**src/rtl/uart_pkg.sv**
```systemverilog
// uart_pkg: shared UART receiver state type and frame constants
package uart_pkg;
  typedef enum logic [1:0] {IDLE, START, DATA, STOP} rx_state_t;
  localparam int UART_OSR       = 16;
  localparam int UART_DATA_BITS = 8;
  localparam int UART_MID_TICK  = 8;
endpackage

```
**src/rtl/uart_rx_frame_if.sv**
```systemverilog
// uart_rx_frame_if: receive line, oversample enable and byte/flag handoff to the consumer
interface uart_rx_frame_if;
  import uart_pkg::*;
  logic                      rxclk_en;
  logic                      rx;
  logic                      rdy_clr;
  logic [UART_DATA_BITS-1:0] data;
  logic                      rdy;
  logic                      frame_err;
  logic                      overrun;
  modport master (output rxclk_en, rx, rdy_clr, input data, rdy, frame_err, overrun);
  modport slave  (input rxclk_en, rx, rdy_clr, output data, rdy, frame_err, overrun);
endinterface

```
**src/rtl/uart_rx_sync.sv**
```systemverilog
// uart_rx_sync: 2-flop rx synchroniser and per-tick decision bit rx_d.
// Defining UART_RX_MAJORITY_EN replaces the direct capture with a 3-sample majority vote.
module uart_rx_sync (
  input  logic clk_50m,
  input  logic rst,
  input  logic rxclk_en,
  input  logic rx,
  output logic rx_d
);
  logic [1:0] sync;
  logic       rx_s;
  always_ff @(posedge clk_50m)
    sync <= rst ? 2'b11 : {sync[0], rx};
  assign rx_s = sync[1];
`ifdef UART_RX_MAJORITY_EN
  logic [2:0] hist;
  always_ff @(posedge clk_50m)
    if (rst) hist <= 3'b111;
    else if (rxclk_en) hist <= {hist[1:0], rx_s};
  assign rx_d = (hist[0] & hist[1]) | (hist[1] & hist[2]) | (hist[0] & hist[2]);
`else
  always_ff @(posedge clk_50m)
    if (rst) rx_d <= 1'b1;
    else if (rxclk_en) rx_d <= rx_s;
`endif
endmodule

```
**src/rtl/uart_rx_frame.sv**
```systemverilog
// uart_rx_frame: 8N1 UART receiver FSM with ready, frame-error and overrun flags.
// Build option UART_RX_MAJORITY_EN enables the majority line filter in uart_rx_sync.
module uart_rx_frame
  import uart_pkg::*;
#(
  parameter int DATA_BITS = UART_DATA_BITS,
  parameter int OSR       = UART_OSR
) (
  input logic            clk_50m,
  input logic            rst,
  uart_rx_frame_if.slave bus
);
  localparam logic [1:0] ST_IDLE  = IDLE;
  localparam logic [1:0] ST_START = START;
  localparam logic [1:0] ST_DATA  = DATA;
  localparam logic [1:0] ST_STOP  = STOP;
  logic [1:0]           state;
  logic [3:0]           tcnt;
  logic [2:0]           bidx;
  logic [DATA_BITS-1:0] sh;
  logic [DATA_BITS-1:0] data;
  logic                 rx_d;
  logic                 armed;
  logic                 rdy;
  logic                 frame_err;
  logic                 overrun;
  logic                 last_tick;
  logic                 stop_mid;
  uart_rx_sync u_sync (
    .clk_50m,
    .rst,
    .rxclk_en (bus.rxclk_en),
    .rx       (bus.rx),
    .rx_d
  );
  assign last_tick = tcnt == 4'(OSR - 1);
  assign stop_mid  = bus.rxclk_en && state == ST_STOP && last_tick;
  // armed must see the line high before a falling edge counts, so a held break cannot retrigger
  always_ff @(posedge clk_50m)
    if (rst) begin
      state <= ST_IDLE;
      armed <= 1'b0;
      tcnt  <= '0;
      bidx  <= '0;
      sh    <= '0;
    end else if (bus.rxclk_en) begin
      case (state)
        ST_IDLE:
          if (armed && !rx_d) begin
            state <= ST_START;
            tcnt  <= 4'd1;
            armed <= 1'b0;
          end else if (rx_d) armed <= 1'b1;
        ST_START:
          if (rx_d) state <= ST_IDLE;
          else if (tcnt == 4'(UART_MID_TICK - 1)) begin
            state <= ST_DATA;
            tcnt  <= '0;
            bidx  <= '0;
          end else tcnt <= tcnt + 4'd1;
        ST_DATA:
          if (last_tick) begin
            sh   <= {rx_d, sh[DATA_BITS-1:1]};
            tcnt <= '0;
            if (bidx == 3'(DATA_BITS - 1)) state <= ST_STOP;
            else bidx <= bidx + 3'd1;
          end else tcnt <= tcnt + 4'd1;
        default:
          if (last_tick) begin
            state <= ST_IDLE;
            tcnt  <= '0;
          end else tcnt <= tcnt + 4'd1;
      endcase
    end
  // a new byte takes priority over a same-cycle rdy_clr; overrun tracks rdy from before the edge
  always_ff @(posedge clk_50m)
    if (rst) begin
      data      <= '0;
      rdy       <= 1'b0;
      frame_err <= 1'b0;
      overrun   <= 1'b0;
    end else begin
      if (bus.rdy_clr) begin
        rdy     <= 1'b0;
        overrun <= 1'b0;
      end
      if (stop_mid && rx_d) begin
        data      <= sh;
        rdy       <= 1'b1;
        frame_err <= 1'b0;
        if (rdy) overrun <= 1'b1;
      end
      if (stop_mid && !rx_d) frame_err <= 1'b1;
    end
  assign bus.data      = data;
  assign bus.rdy       = rdy;
  assign bus.frame_err = frame_err;
  assign bus.overrun   = overrun;
endmodule

```
**src/flat_wrapper.sv**
```systemverilog
// flat-port wrapper written by rule: the top's interface ports become plain ports
module uart_rx_frame_flat import uart_pkg::*;
#(
  parameter int DATA_BITS = UART_DATA_BITS,
  parameter int OSR       = UART_OSR
)
  (clk_50m, rst, bus_rxclk_en, bus_rx, bus_rdy_clr, bus_data, bus_rdy, bus_frame_err, bus_overrun);
  uart_rx_frame_if bus_i ();
  input logic clk_50m;
  input logic rst;
  input wire logic [$bits(bus_i.rxclk_en)-1:0] bus_rxclk_en;
  input wire logic [$bits(bus_i.rx)-1:0] bus_rx;
  input wire logic [$bits(bus_i.rdy_clr)-1:0] bus_rdy_clr;
  output wire logic [$bits(bus_i.data)-1:0] bus_data;
  output wire logic [$bits(bus_i.rdy)-1:0] bus_rdy;
  output wire logic [$bits(bus_i.frame_err)-1:0] bus_frame_err;
  output wire logic [$bits(bus_i.overrun)-1:0] bus_overrun;
  assign bus_i.rxclk_en = bus_rxclk_en;
  assign bus_i.rx = bus_rx;
  assign bus_i.rdy_clr = bus_rdy_clr;
  assign bus_data = bus_i.data;
  assign bus_rdy = bus_i.rdy;
  assign bus_frame_err = bus_i.frame_err;
  assign bus_overrun = bus_i.overrun;
  uart_rx_frame #(.DATA_BITS(DATA_BITS), .OSR(OSR)) u_core (.clk_50m(clk_50m), .rst(rst), .bus(bus_i));
endmodule
```
**config.mk**
```make
export PLATFORM = sky130hd
export DESIGN_NAME = uart_rx_frame_flat
export DESIGN_NICKNAME = d
export VERILOG_FILES = /design/src/rtl/uart_pkg.sv /design/src/rtl/uart_rx_frame_if.sv /design/src/rtl/uart_rx_sync.sv /design/src/rtl/uart_rx_frame.sv /design/src/flat_wrapper.sv
export SDC_FILE = /design/constraint.sdc
export NUM_CORES = 1
export LEC_CHECK = 0
export BUFFER_PORTS_ARGS = -buffer_cell sky130_fd_sc_hd__clkbuf_2
export CORE_ASPECT_RATIO = 1.4
export CORE_UTILIZATION = 51
export CTS_CLUSTER_DIAMETER = 80
export DETAILED_ROUTE_END_ITERATION = 10
export PLACE_DENSITY_LB_ADDON = 0.05
export SYNTH_ARGS = -nofsm -noshare
export SYNTH_HDL_FRONTEND = slang
export SYNTH_SLANG_ARGS = --single-unit
```
**constraint.sdc**
```tcl
create_clock -name clk_50m -period 1.4 [get_ports clk_50m]
set_input_delay 0.21 -clock clk_50m [delete_from_list [all_inputs] [get_ports clk_50m]]
set_output_delay 0.21 -clock clk_50m [all_outputs]
set_load 0.005 [all_outputs]
```
# Yosys cells after proc, flatten, opt, wreduce, memory -nomap -nowiden
# Cells that the tools add are included.
# word_totals
regBits	32
latchBits	0
ram_bits	0
rom_bits	0
output_inout_bits	11
elab_cells	69
memories	0
# classes
addsub	2
multipliers	0
div	0
magnitude_cmp	0
n_eq_ne	13
shifts	0
n_mux	26
n_bitwise	0
reduce_logical	17
# ops
operator	count
4-bit 2-to-1 mux	4
2-bit 2-to-1 mux	6
3-bit 2-to-1 mux	4
6-bit AND reduction	2
1-bit 2-to-1 mux	9
3-bit AND reduction	3
2-bit by 1-bit inequality test with 1-bit output, second input constant	4
4-bit case mux with 2 select lines	1
2-bit nonzero test	4
2-bit case mux with 3 select lines	1
3-bit case mux with 2 select lines	1
1-bit logical AND	5
4-bit by 1-bit adder with 4-bit output, second input constant	1
2-bit == test, second input constant	2
4-bit by 3-bit == test with 1-bit output, second input constant	1
4-bit == test, second input constant	1
2-bit inequality test, second input constant	2
3-bit by 1-bit adder with 3-bit output, second input constant	1
3-bit == test, second input constant	1
3-bit by 2-bit inequality test with 1-bit output, second input constant	1
3-bit nonzero test	1
2-bit by 1-bit == test with 1-bit output, second input constant	1
2-bit zero test	1
1-bit zero test	1

# Logic depth before layout (Yosys ltp)
# logic_depth
ltp_word	6
mapped_depth	6

# Hierarchy
# A second synthesis with hierarchy kept.
# hier_totals
hier_cells	144
hier_area_um2	1377.6
# modules_own_cells
mod	instances	cells_each	area_each_um2	seq_area_each_um2
uart_rx_frame	1	137	1290.0	580.6
uart_rx_sync	1	7	87.6	60.1

# Least setup slack after synthesis
# OpenSTA, ideal clock, no wires.
# synth_path
kind	register to register
startpoint	reg u_core.bidx[0]
endpoint	reg u_core.bidx[0]
setup_ps	59
arrival_ps	1519
required_ps	1341
path_slack_ps	-178
path_stages_with_launch	7
n_path_buf	0
synth_period_minus_slack_ps	1578
path_cell_list	dfxtp_1 -> ha_1 -> ha_1 -> and4bb_1 -> o2111ai_2 -> nor4b_2 -> a31o_1
# synth_between
elab_chain_cells	4
elab_cells_between_ends	7
# synth_lines
item	line	rtl
start: declaration	uart_rx_frame.sv:19	logic [2:0] bidx;
start signal: assignment	uart_rx_frame.sv:66	else bidx <= bidx + 3'd1;
3-bit by 1-bit adder with 3-bit output	uart_rx_frame.sv:66	
3-bit 2-to-1 mux	uart_rx_frame.sv:65	if (bidx == 3'(DATA_BITS - 1)) state <= ST_STOP;
3-bit 2-to-1 mux	uart_rx_frame.sv:62	if (last_tick) begin
3-bit case mux with 2 select lines	uart_rx_frame.sv:47	case (state)
# Parallel ways exist; a longest one is shown, timed or not. The select of a mux whose other input is x is not followed.
# A chain may end at the register's enable or synchronous reset.

# Worst setup path in the final report
# layout_path
startpoint	reg u_core.bidx[1]
endpoint	reg u_core.bidx[1]
# Same word-level chain as after synthesis.

==> qor.csv <==
metric,value,unit
place.gp.congestion,0.883,
period_minus_slack,1.56,ns
final_util,0.693,
cts.sinks,32,
dieArea,0.00297,mm2
synth_cell_types,44,
finalMaxSlewViolations,0,
synth_area,0.00141,mm2
finClkSkew,0.00627,ns
crit_arrival,1.79,ns
max-cap-violations,0,
end_kind,flop,
syn-num-nets,161,
drive_gt1_frac,0.365,
path_cells,"ha_4, ha_4, and4bb_1, o2111ai_4, buf_4, mux2i_1, nor2_1",
cp_slowest_cell,dfxtp_2,
pwr-share-comb,0.046,
fmax,0.642,GHz
grt_remaining_overflow,0,
internal_power,0.00133,W
worstHoldStart,bus_rx,
routed-via-count,1243,
stdcell_count,225,
final_common_cell,dfxtp_1,
p_sw,0.000364,W
critPathMaxStageDelay,0.35,ns
initialDrtViolationCount,34,
areaGrowthSynthToFinish,28.8,%
timing.critical_path.mode_cell,ha_4,
synth_area_per_cell,9.19,um2
start_util,0.538,
path_max_fanout,4,
cts-root-buf,clkbuf_4,
dr.pass1.iters,4,
io_buffers,15,
path_buf_inv,1,
numCtsBuffers,5,
hold_buffers,0,
synth-seq-cells,32,
finish.net_count,196,
drc,0,
hold_class,in2reg,
p_clk_frac,0.404,
grt_pass1_wl,5090,um
routed_via_density,5.52,
fin_setup_tns,-0.452,ns
final.setup.worst_slack,-0.159,ns
fill_cells,214,
critical-path-top-delay-family,flip-flops,
timing.hold.ws,0.0496,ns
worst_pin_slew,0.352,ns
core,0.00262,mm2
die_width,46.4,um
power_frac_seq,0.550,
power_per_cell_area,934,mW/mm2
async_flop_share,0,
htreeDepth,2,
postPlaceCellArea,0.00166,mm2
r2r_start,u_core.bidx[1],
stdcell_area,0.00181,mm2
startpoint,u_core.bidx[1],
wire_per_inst,13.8,um
setup-violations-final,9,
synth_enable_flop_cells,0,
p_leak,0.746,nW
status,"finished, violations left",
antenna_found_initial,0,
vdd_drop_max,572,uV
tritoncts,built,
grt_setup_unrepaired,true,
routed_wl,3110,um
violations,setup timing,
synth_flop_cell,dfxtp_1,
rows,22,
slew_headroom,0.765,
p_sw_frac,0.215,
dp_hpwl,2180,um
start_kind,flop,
grt_pass1_vias,1188,
die_h,64.1,um
diodes,0,
drtAntennaViolNets,0,
synth_warnings,0,
clk_latency,0.33,ns
period_share,1.11,
seq_area_frac_synth,0.456,
required,1.63,ns
ios,16,
final_cell_mix,"24 x dfxtp_1, 21 x nand2_1, 21 x buf_4, 19 x nor2_1, 15 x clkbuf_2",
report.final.hold_viol_count,0,
clk_pin_slew_worst_paths,0.09,ns
grt_max_degree,12,
syn-instance-count,153,
path_class,reg2reg,
grt_util_all_layers,0.241,
dp_cells,214,
clk_path_buf_depth,2,
per-layer routing:
layer / wire length (um) / GRT usage
met1: 1260 / 0.257
met2: 1620 / 0.410
met3: 125 / 0.0678
met4: 107 / 0.114
met5: 0 / 0
cells in the mapped netlist, drive strengths merged (2+ instances only):
cell type  instances  share of area
o211a              2          0.014
nand2             21          0.056
or2                2         0.0089
nor4b              2          0.021
and3               2         0.0089
nand3              4          0.014
and2               2         0.0089
ha                 3          0.027
nor2              20          0.053
buf                6          0.034
o21ai              2         0.0071
clkbuf             3         0.0080
dfxtp             32           0.46
a21oi             11          0.039
mux2i             13          0.093
inv                4          0.011
registers in the layout, indices dropped and copies added (netlist names):
signal                count
u_core.armed              1
u_core.bidx               3
u_core.bus.data           8
u_core.bus.frame_err      1
u_core.bus.overrun        1
u_core.bus.rdy            1
u_core.sh                 8
u_core.state              2
u_core.tcnt               4
u_core.u_sync.rx_d        1
u_core.u_sync.sync        2
kinds of logic after synthesis:
kind of cell             synth area share
flip-flops                          0.456
AO/OA/AOI/OAI                       0.146
AND/OR/NAND/NOR                     0.221
adder cells (fa/ha/maj)            0.0267
buffers and inverters              0.0525
multiplexers                       0.0925
XOR/XNOR                          0.00623
stage by stage:
step	worst slack, ns	total power, W
after floorplan	-0.0384	0.000991
after global placement	-0.0625	0.00102
after detailed placement	-0.129	0.00102
after CTS	-0.143	0.00170
after global routing	-0.243	0.00177
final	-0.159	0.00169
cell type report:
cell class	instances	area [um2]	area share
Tap cell	36	45.0	0.0249
Clock inverter	2	35.0	0.0193
Sequential cell	32	651	0.359
Multi-Input combinational cell	108	781	0.431
Timing Repair Buffer	37	244	0.135
Inverter	4	15.0	0.00829
Clock buffer	6	41.3	0.0228
path summary, 6_finish.rpt:
check                               end  slack, ns  cells past startpoint
hold / removal    u_core.u_sync.sync[0]       0.05                      2
setup / recovery         u_core.bidx[1]      -0.16                      7
setup reg to reg         u_core.bidx[1]      -0.16                      7
hold reg to reg   u_core.u_sync.sync[1]       0.42                      1
worst register-to-register path, delay by kind of cell (launching register included):
family | cells | cell delay (ns)
buf+inv | 1 | 0.18
compound gates | 1 | 0.15
flops | 1 | 0.35
fa+ha+maj | 2 | 0.31
mux | 1 | 0.13
simple gates | 2 | 0.35
what timing repair did:
action / 4_1_cts / 5_1_grt
cloned: 1 / 0
setup buffers: 1 / 1
setup endpoints to repair: 16 / 22
pin swaps: 0 / 1
resized for setup: 13 / 4
power by group through the flow:
stage | Combinational, W | Sequential (W) | Clock (W)
floorplan | 0.0000445 | 0.000946 | 0
global placement | 0.0000704 | 0.000950 | 0
detailed placement | 0.0000721 | 0.000950 | 0
CTS | 0.0000741 | 0.000930 | 0.000700
global route | 0.0000842 | 0.000932 | 0.000749
finish | 0.0000774 | 0.000931 | 0.000684
(Power assumes the default switching activity.)
